===== src/rtl/mem_arbiter_pkg.sv =====
// Shared LC-3b types used by the memory hierarchy, including the
// arbiter state encoding and line-alignment helper.
package lc3b_types;

    typedef logic [15:0]  lc3b_word;
    typedef logic [127:0] lc3b_cline;

    localparam int LC3B_LINE_OFFSET_BITS = 4;

    localparam lc3b_word LC3B_LINE_MASK = lc3b_word'(16'hFFFF << LC3B_LINE_OFFSET_BITS);

    typedef enum logic [1:0] {
        IDLE    = 2'd0,
        SERVE_I = 2'd1,
        SERVE_D = 2'd2
    } lc3b_arb_state;

    function automatic lc3b_word line_align(input lc3b_word addr);
        return addr & LC3B_LINE_MASK;
    endfunction

endpackage


===== src/rtl/mem_arbiter.sv =====
// Arbitrates the single pmem cacheline port between I-cache and D-cache.
// D has priority; a starvation counter forces an I grant after STARVE_LIMIT D grants.
module mem_arbiter
    import lc3b_types::*;
#(
    parameter int unsigned STARVE_LIMIT = 4
) (
    input  logic        clk,
    input  logic        reset,

    input  logic        i_read,
    input  lc3b_word    i_address,
    output lc3b_cline   i_rdata,
    output logic        i_resp,

    input  logic        d_read,
    input  logic        d_write,
    input  lc3b_word    d_address,
    input  lc3b_cline   d_wdata,
    output lc3b_cline   d_rdata,
    output logic        d_resp,

    output logic        pmem_read,
    output logic        pmem_write,
    output lc3b_word    pmem_address,
    output lc3b_cline   pmem_wdata,
    input  lc3b_cline   pmem_rdata,
    input  logic        pmem_resp
);

    localparam logic [3:0] STARVE_MAX = 4'(STARVE_LIMIT);

    lc3b_arb_state state;
    lc3b_arb_state state_next;
    logic [3:0]    starve_cnt;

    logic i_pending;
    logic d_pending;
    logic grant_i;
    logic grant_d;
    logic done;

    assign i_pending = i_read;
    assign d_pending = d_read | d_write;

    always_comb begin
        state_next = state;
        grant_i    = 1'b0;
        grant_d    = 1'b0;
        done       = 1'b0;
        case (state)
            IDLE: begin
                // I only wins a contested cycle once D has used up its allowance.
                if (i_pending && (!d_pending || starve_cnt == STARVE_MAX)) begin
                    grant_i    = 1'b1;
                    state_next = SERVE_I;
                end else if (d_pending) begin
                    grant_d    = 1'b1;
                    state_next = SERVE_D;
                end
            end
            SERVE_I, SERVE_D: begin
                if (pmem_resp) begin
                    done       = 1'b1;
                    state_next = IDLE;
                end
            end
            default: state_next = IDLE;
        endcase
    end

    always_ff @(posedge clk) begin
        if (reset) begin
            state <= IDLE;
        end else begin
            state <= state_next;
        end
    end

    always_ff @(posedge clk) begin
        if (reset) begin
            starve_cnt <= '0;
        end else if (grant_i) begin
            starve_cnt <= '0;
        end else if (grant_d && i_read && starve_cnt != STARVE_MAX) begin
            starve_cnt <= starve_cnt + 4'd1;
        end
    end

    // Request is captured once at grant; requester-side changes afterwards are ignored.
    always_ff @(posedge clk) begin
        if (reset) begin
            pmem_read    <= 1'b0;
            pmem_write   <= 1'b0;
            pmem_address <= '0;
            pmem_wdata   <= '0;
        end else if (grant_i) begin
            pmem_read    <= 1'b1;
            pmem_write   <= 1'b0;
            pmem_address <= line_align(i_address);
        end else if (grant_d) begin
            pmem_read    <= ~d_write;
            pmem_write   <= d_write;
            pmem_address <= line_align(d_address);
            pmem_wdata   <= d_wdata;
        end else if (done) begin
            pmem_read    <= 1'b0;
            pmem_write   <= 1'b0;
        end
    end

    assign i_resp  = (state == SERVE_I) & pmem_resp;
    assign d_resp  = (state == SERVE_D) & pmem_resp;
    assign i_rdata = pmem_rdata;
    assign d_rdata = pmem_rdata;

    strobes_exclusive: assert property (@(posedge clk) disable iff (reset)
        !(pmem_read && pmem_write));

    strobe_implies_busy: assert property (@(posedge clk) disable iff (reset)
        (pmem_read || pmem_write) |-> (state != IDLE));

    starve_bounded: assert property (@(posedge clk) disable iff (reset)
        starve_cnt <= STARVE_MAX);

endmodule


===== config.mk =====
export PLATFORM = sky130hd
export DESIGN_NAME = mem_arbiter
export DESIGN_NICKNAME = d
export VERILOG_FILES = /design/src/rtl/mem_arbiter_pkg.sv /design/src/rtl/mem_arbiter.sv
export SDC_FILE = /design/constraint.sdc
export NUM_CORES = 1
export LEC_CHECK = 0
export CORE_AREA = 2 2 275 277
export CTS_BUF_LIST = sky130_fd_sc_hd__clkbuf_8
export CTS_CLUSTER_DIAMETER = 40
export DETAILED_ROUTE_END_ITERATION = 7
export DIE_AREA = 0 0 277 279
export GPL_TIMING_DRIVEN = 0
export SLEW_MARGIN = 25
export SYNTH_ARGS = -nofsm -noshare
export SYNTH_HDL_FRONTEND = slang
export SYNTH_SLANG_ARGS = --single-unit

===== constraint.sdc =====
create_clock -name clk -period 1.65 [get_ports clk]
set_input_delay 0.4125 -clock clk [delete_from_list [all_inputs] [get_ports clk]]
set_output_delay 0.4125 -clock clk [all_outputs]
set_load 0.01 [all_outputs]

## Word-level counts from Yosys, hierarchy flattened

Cells that the tools add are included.

- Multiplexer cells: 17
- Add/subtract/negate cells: 1
- Reduce and logical (&&, ||, !) cells: 13
- Bitwise operators: 5
- Equality and inequality tests: 6

Operators by type and width:

| operator | count |
|---|---|
| $mux 16 | 2 |
| $mux 1 | 11 |
| $mux 2 | 3 |
| $add 4x1->4 const B | 1 |
| $eq 4x3->1 const B | 1 |
| $ne 4x3->1 const B | 1 |
| $pmux 2 s2 | 1 |
| $reduce_and 2->1 | 2 |
| $reduce_bool 2->1 | 2 |
| $reduce_or 2->1 | 2 |
| $logic_and 1x1->1 | 3 |
| $ne 3x3->1 const B | 1 |
| $reduce_bool 3->1 | 1 |
| $and 1x1->1 | 2 |
| $eq 2x1->1 const B | 1 |
| $eq 2x2->1 const B | 1 |
| $logic_not 2->1 | 1 |
| $ne 2x2->1 const B | 1 |
| $not 1->1 | 2 |
| $logic_not 1->1 | 1 |
| $logic_or 1x1->1 | 1 |
| $or 1x1->1 | 1 |

- Bits in registers: 148
- Input port bits: 294
- Output and inout port bits: 404

## Logic depth before layout (Yosys ltp)

- Word-level depth: 8
- Mapped depth: 8

## Least setup slack after synthesis

OpenSTA, ideal clock, no wires.

- Path type: flip-flop to flip-flop
- Start point: register starve_cnt[0]
- End point: register starve_cnt[3]
- Buffers on the path: 0
- Path slack: 0.110 ns
- Period minus slack after synthesis: 1.540 ns
- Stages on the path, launching flop included: 6
- Arrival: 1.466 ns
- Library setup time: 0.074 ns
- Cells stage by stage: dfxtp_1 -> inv_1 -> ha_1 -> and3b_1 -> or4_1 -> a31oi_1

- Word-level cells in the longest chain between the ends: 7
- Elaborated cells on any way between the ends: 12
- Those cells by class: add/sub (1); eq/ne (2); mux (4); reduce/logical (5)

Ends and longest elaborated chain:

| item | line | text |
|---|---|---|
| start: declaration | mem_arbiter.sv:35 | `logic [3:0] starve_cnt;` |
| start signal: assignment | mem_arbiter.sv:86 | `starve_cnt <= starve_cnt + 4'd1;` |
| $eq 4x3->1 | mem_arbiter.sv:54 | `if (i_pending && (!d_pending \|\| starve_cnt == STARVE_MAX)) begin` |
| $logic_or 1x1->1 | mem_arbiter.sv:54 |  |
| $logic_and 1x1->1 | mem_arbiter.sv:54 |  |
| $mux 1 | mem_arbiter.sv:54 |  |
| $mux 1 | mem_arbiter.sv:51 | `case (state)` |
| $logic_and 1x1->1 (2 in a row) | mem_arbiter.sv:85 | `end else if (grant_d && i_read && starve_cnt != STARVE_MAX) begin` |

Parallel ways exist; a longest one is shown, timed or not.
A chain may end at the register's enable or synchronous reset.

## Worst setup path in the final report

- Start point: register state[1]
- End point: output i_resp

- Word-level cells in the longest chain between the ends: 2

Ends and longest elaborated chain:

| item | line | text |
|---|---|---|
| start: declaration | mem_arbiter.sv:33 | `lc3b_arb_state state;` |
| start signal: assignment | mem_arbiter.sv:76 | `state <= state_next;` |
| $eq 2x1->1 | mem_arbiter.sv:112 | `assign i_resp = (state == SERVE_I) & pmem_resp;` |
| $and 1x1->1 | mem_arbiter.sv:112 |  |
| end: declaration | mem_arbiter.sv:14 | `output logic i_resp,` |

Every way passes these cells.

==> results.yml <==
route:
  wl_per_cell_um: 18.6
  drc: 0
  vias_per_cell: 3.49
  drt_iter0_drc: 322
  wl_um: 47800
  dr.pass1.iters: 5
  ant_nets: 0
  vias: 8975
floorplanning:
  dieArea_um2: 77300
  dieWidth_um: 277
  io_pins: 698
  chipHeight_um: 279
  start_util_pct: 10.6
  num_rows: 100
  core_um2: 74100
synth:
  syn_area_um2: 7820
  synth_most_common_cell: "buf_4"
  syn_area_per_cell_um2: 8.10
  post-synth-top-area-cell: "dfxtp_1"
  synth-seq-area-share_pct: 37.9
  async_flop_share_pct: 0
  synthTopCellsByArea: "dfxtp_1 38%, buf_4 25%, a21oi_1 9.3%"
  yosys_warnings: 0
  synth_top_area_share_pct: 37.9
  yosysUniqueCellTypes: 36
  synthCells: 965
  yosys-top-cells-count: "261 x buf_4, 148 x dfxtp_1, 145 x a21oi_1"
  synth_flop_cell: "dfxtp_1"
  synth-edff-count: 0
  ys_ff_latch: 148
worst_setup_path:
  crit_family: "flip-flops"
  crit_arrival_ns: 1.40
  critPathLaunchType: "flop"
  max_stage_delay_ns: 0.36
  crit_type: "reg2out"
  path_cells: "inv_2 -> ha_1 -> and2_4 -> buf_6"
  crit_path_max_fanout: 2
  cp_slowest_cell: "dfxtp_2"
  worstPathBufferInverterCount: 2
  crit_required_ns: 1.24
  endpoint_kind: "output port"
finish:
  final_nets: 1888
  area_delta_synth_final_pct: 112
  final_cell_count_no_fill: 2574
  fill_cells: 8122
  drive_above_1_share_pct: 40.2
global_routing:
  overflow: 0
  antenna_found_initial: 8
  grt_pass1_wl_um: 63000
  grt_pass1_vias: 8929
  grt_start_max_net_pins: 17
  grt_usage_pct: 11.5
pwr:
  powerDensity_nw_per_um2: 708
  peakVddDrop_mv: 0.368
  leakagePower_uw: 0.00659
cts:
  numCtsBuffers: 17
  cts.sinks: 148
  cts-htree-levels: 4
  clk_latency_ns: 0.56
  cts_buffer_depth: 2
  path_clk_slew_ns: 0.10
  cts_tree: "yes"
  cts_root_buf: "clkbuf_8"
  cts_hold_buf: 0
sta:
  max_clock_freq_ghz: 0.552
  min_period_over_period_pct: 110
  setup_viol: 7
  layout_min_cycle_time_ns: 1.81
  setup_ws_ns: -0.162
  rsz0062_at_grt: "yes"
  worst_pin_slew_ns: 0.997
  drv_slew: 0
  finClkSkew_ns: 0.0167
  max-slew-margin-rel_pct: 33.6
  hold_viol: 0
hold_path:
  hp-class: "in2reg"
placement:
  io_buffer_count: 555
  dp.cells: 2493
  gp_congestion: 0.870
  dp_hpwl_um: 35700
  pre_cts_ws_ns: -1.25
flow_run:
  maxCapViolations: 0
outcome:
  violations: "negative setup slack"
  status: "finished, violations left"
registers in the layout (all words and copies together), names as in the netlist:
register	cells
pmem_wdata	128
pmem_write	1
pmem_address	12
starve_cnt	4
pmem_read	1
state	2
cells in the final DEF, fill, tap and decap left out, types with 3 or more instances in the layout:
| cell type | synthesis | routed |
|---|---|---|
| nand3_1 | 132 | 126 |
| diode_2 | 0 | 3 |
| clkdlybuf4s15_2 | 0 | 73 |
| conb_1 | 1 | 4 |
| ha_1 | 5 | 3 |
| dfxtp_1 | 148 | 104 |
| nand3_2 | 0 | 5 |
| o21ai_1 | 1 | 70 |
| a31oi_1 | 3 | 3 |
| buf_4 | 261 | 280 |
| dfxtp_4 | 0 | 4 |
| nand4b_1 | 3 | 3 |
| buf_2 | 30 | 47 |
| clkbuf_16 | 0 | 17 |
| buf_16 | 0 | 6 |
| clkbuf_8 | 0 | 23 |
| o221a_1 | 8 | 8 |
| o21ai_2 | 1 | 34 |
| a21oi_1 | 145 | 130 |
| inv_1 | 16 | 12 |
| inv_2 | 0 | 4 |
| nand2_1 | 7 | 7 |
| buf_8 | 0 | 9 |
| clkdlybuf4s50_1 | 0 | 411 |
| clkdlybuf4s15_1 | 0 | 20 |
| clkbuf_1 | 38 | 16 |
| o21ai_0 | 130 | 27 |
| a21oi_2 | 0 | 15 |
| clkinvlp_4 | 0 | 4 |
| clkbuf_4 | 0 | 4 |
| clkbuf_2 | 8 | 7 |
| buf_12 | 0 | 25 |
| buf_6 | 2 | 23 |
| o221a_2 | 4 | 4 |
| inv_6 | 0 | 4 |
| dfxtp_2 | 0 | 40 |
cell type report:
class                   count  area [um2]  area share, %
diodes                      3        7.51         0.0452
plain buffers             335        2890           17.4
inverters                  16        60.1          0.362
multi-input cells         465        2770           16.7
repair buffers            606        6240           37.6
flip-flops and latches    148        3030           18.2
well taps                 969        1210           7.30
clock buffers              20         275           1.66
clock inverters            12         116          0.701
report_power, final:
group,total [uW],switching (uW),internal (uW)
Clock,3100,1770,1330
Sequential,4120,197,3920
Combinational,4540,1930,2610
cells by family after synthesis:
logic type               Yosys count  share of synthesized area, %
AO/OA/AOI/OAI                    298                          20.3
other                              1                        0.0479
buffers and inverters            355                          30.4
AND/OR/NAND/NOR                  158                          10.6
flip-flops                       148                          37.9
adder cells (fa/ha/maj)            5                         0.800
worst min-delay path, delay by kind of cell:
family | cells | cell delay [ns]
AOI/OAI and AO/OA | 2 | 0.15
buffers and inverters | 1 | 0.14
layer usage:
metal  track usage, %  routed length, um  share of wire (%)  vias up
li1                 -                  -                  -     4334
met3             4.99               4770                 10       51
met1             13.3              19400                 41     4127
met5                0                 72               0.15        -
met4             4.32                938                2.0       10
met2             18.8              22600                 47      453
worst paths after layout:
kind / start / endpoint / slack [ns] / depth (start not counted)
worst max-delay path: state[1]$_SDFFE_PP0P_ / i_resp / -0.16 / 4
worst min-delay path: i_read / state[0]$_SDFFE_PP0P_ / 0.18 / 3
worst max register to register: state[0]$_SDFFE_PP0P_ / pmem_wdata[59]$_SDFFE_PP0P_ / -0.04 / 9
worst min register to register: pmem_wdata[87]$_SDFFE_PP0P_ / pmem_wdata[87]$_SDFFE_PP0P_ / 0.46 / 2
metrics by stage:
stage | utilization (%) | hold slack [ns] | power, uW | TNS (ns) | cell area, um2
6_report | 22.4 | 0.185 | 11800 | -0.400 | 16600
5_1_grt | 22.4 | 0.139 | 12400 | -6.72 | 16600
4_1_cts | 21.6 | 0.0942 | 11600 | -4.04 | 16000
3_5_place_dp | 19.8 | 0.467 | 7960 | -145.65 | 14600
3_3_place_gp | 19.7 | 0.460 | 7940 | -151.59 | 14600
2_1_floorplan | - | 0.462 | 5720 | 0 | 7830
repair_timing:
item | in CTS | in global routing
gates resized for setup | 694 | 209
pin swaps | 32 | 51
cloned | 9 | 13
setup buffers | 25 | 6
setup endpoints to repair | 288 | 145
Note: power is estimated with default switching activity, not from simulation.
==> RTL edit, RTL diff (same flow settings) <==
Put a register stage on the outputs `i_resp` and `d_resp`, cleared by the reset. The values now appear one clock later. The other outputs are not delayed to match.
--- a/src/rtl/mem_arbiter.sv
+++ b/src/rtl/mem_arbiter.sv
@@ -109,8 +109,15 @@
         end
     end
 
-    assign i_resp  = (state == SERVE_I) & pmem_resp;
-    assign d_resp  = (state == SERVE_D) & pmem_resp;
+    always_ff @(posedge clk) begin
+        if (reset) begin
+            i_resp <= '0;
+            d_resp <= '0;
+        end else begin
+            i_resp <= (state == SERVE_I) & pmem_resp;
+            d_resp <= (state == SERVE_D) & pmem_resp;
+        end
+    end
     assign i_rdata = pmem_rdata;
     assign d_rdata = pmem_rdata;
 
Formal check against the unedited RTL: not equivalent (a bounded check fails within 4 cycles, from zero or initial values and one cycle with reset high).
==> RTL edit against the unedited design <==
Worst setup slack improved by 0.19 ns; area after synthesis increased by 0.72%; maximum frequency up 12%; wire length is 7.7% lower; sequential cell count up 2; total power shrank 2.4%; final area shrank 3.0%; critical path type is now register to register.
==> RTL edit: results (changes against the unedited design) <==
* Fin Clk Skew at 0.0146 ns (-0.00204 ns)
* Share of synthesized cell area in full adder, half adder and majority cells at 0.00794 (-0.0000572)
* Pre-CTS setup slack at -1.24 ns (+0.0159 ns)
* Filler Cells Inserted at 8187 (+0.80%)
* Area contributors post-synth: dfxtp_1 (38%), buf_4 (25%), a21oi_1 (9.2%), nand3_1 (8.4%), o21ai_0 (8.3%)
* Antenna violations before repair at 5 (-3)
* Compound-Gate Fraction of Synth Area at 0.201 (-0.00193)
* Reg2reg path depth at 8 (-1)
* R2r setup slk at 0.03 ns (+0.07 ns)
* First-pass GRT wire length at 61600 µm (-2.2%)
* Initial DRC Count at 278 (-14%)
* Met2 Resource Use GR at 0.186 (-0.00232)
* Status: completed
* Final WL at 44100 µm (-7.7%)
* Crit path time final at 1.62 ns (-0.194 ns)
* Fraction of layout instances using a drive strength above 1 at 0.357 (-0.0453)
* GR Util met1 at 0.131 (-0.00263)
* Worst VDD drop at 396 µV (+7.7%)
* Nets at 1874 (-0.74%)
* Worst-Margin Slew at 0.916 ns (-0.0807 ns)
* First-pass iteration count of the detailed router at 4 (-1)
* WP data arrival at 2.03 ns (+0.63 ns)
* Netlist cell types at 35 (-2.8%)
* Dpl hpwl at 34500 µm (-3.5%)
* Non-filler cells, final at 2557 (-0.66%)
* Crit-path max FO at 5 (+3)
RTL edit: cell types whose count changed in the layout (fill, tap and decap cells not counted), sizes merged:
cell,unedited run,this run
clkinvlp,4,0
inv,21,20
diode,3,1
dlygate4sd2,0,5
and3b,1,3
clkbuf,67,66
dfxtp,148,150
bufinv,1,3
buf,390,355
clkdlybuf4s15,93,107
clkinv,2,5
and2,3,1
RTL edit: power by group:
group          internal (W)  total (W)  switching, W
registers           0.00396    0.00414      0.000174
clock network       0.00160    0.00336       0.00176
logic               0.00225    0.00398       0.00173
RTL edit: area by class of cell:
type	instances	area, µm²	share of cell area
clock buffer	19	262	0.0162
timing repair buffer	586	5920	0.368
antenna	1	2.50	0.000155
tap	969	1210	0.0753
multi-input combinational	465	2700	0.168
sequential	150	3040	0.189
clock inverter	12	168	0.0104
buffer	339	2740	0.170
inverter	16	60.1	0.00373
RTL edit: final timing paths:
| path | from | endpoint |
|---|---|---|
| hold / removal | i_read | state[0] |
| setup / recovery | starve_cnt[1] | pmem_wdata[83] |
| hold reg to reg | pmem_wdata[78] | pmem_wdata[78] |
| setup reg to reg | starve_cnt[1] | pmem_wdata[83] |
RTL edit: repair_timing:
| action | in CTS | in global routing |
|---|---|---|
| cloned | 11 | 0 |
| endpoints found under the setup margin | 288 | 143 |
| pin swaps | 14 | 26 |
| buffers inserted | 15 | 5 |
| resized for setup | 606 | 94 |
RTL edit: per-stage QoR:
stage	cell area, µm²	hold slack [ns]	TNS, ns
after floorplan	7890	0.462	0
after global placement	14700	0.460	-153.50
after detailed placement	14700	0.466	-153.82
after CTS	16000	0.0980	-1.10
after global routing	16100	0.184	-0.963
final	16100	0.202	0
RTL edit: cell families (layout without fill, tap and decap cells):
kind of cell,count (synthesis),after routing
buf+inv,356,972
compound gates,298,298
simple gates,158,158
flops,150,150
fa+ha+maj,5,5
other cells,1,5
RTL edit: per-layer routing:
layer  vias up  wire length, µm
li1       4298                -
met1      4136            18200
met2       402            21400
met3        48             3390
met4         6             1120
met5         -               36
RTL edit: worst max-delay path: stages (launching register included):
cell	delay [ns]
dfxtp_2	0.35
inv_2	0.04
ha_4	0.16
and4b_4	0.23
buf_12	0.15
buf_16	0.15
clkbuf_16	0.15
o21ai_1	0.16
a21oi_2	0.07
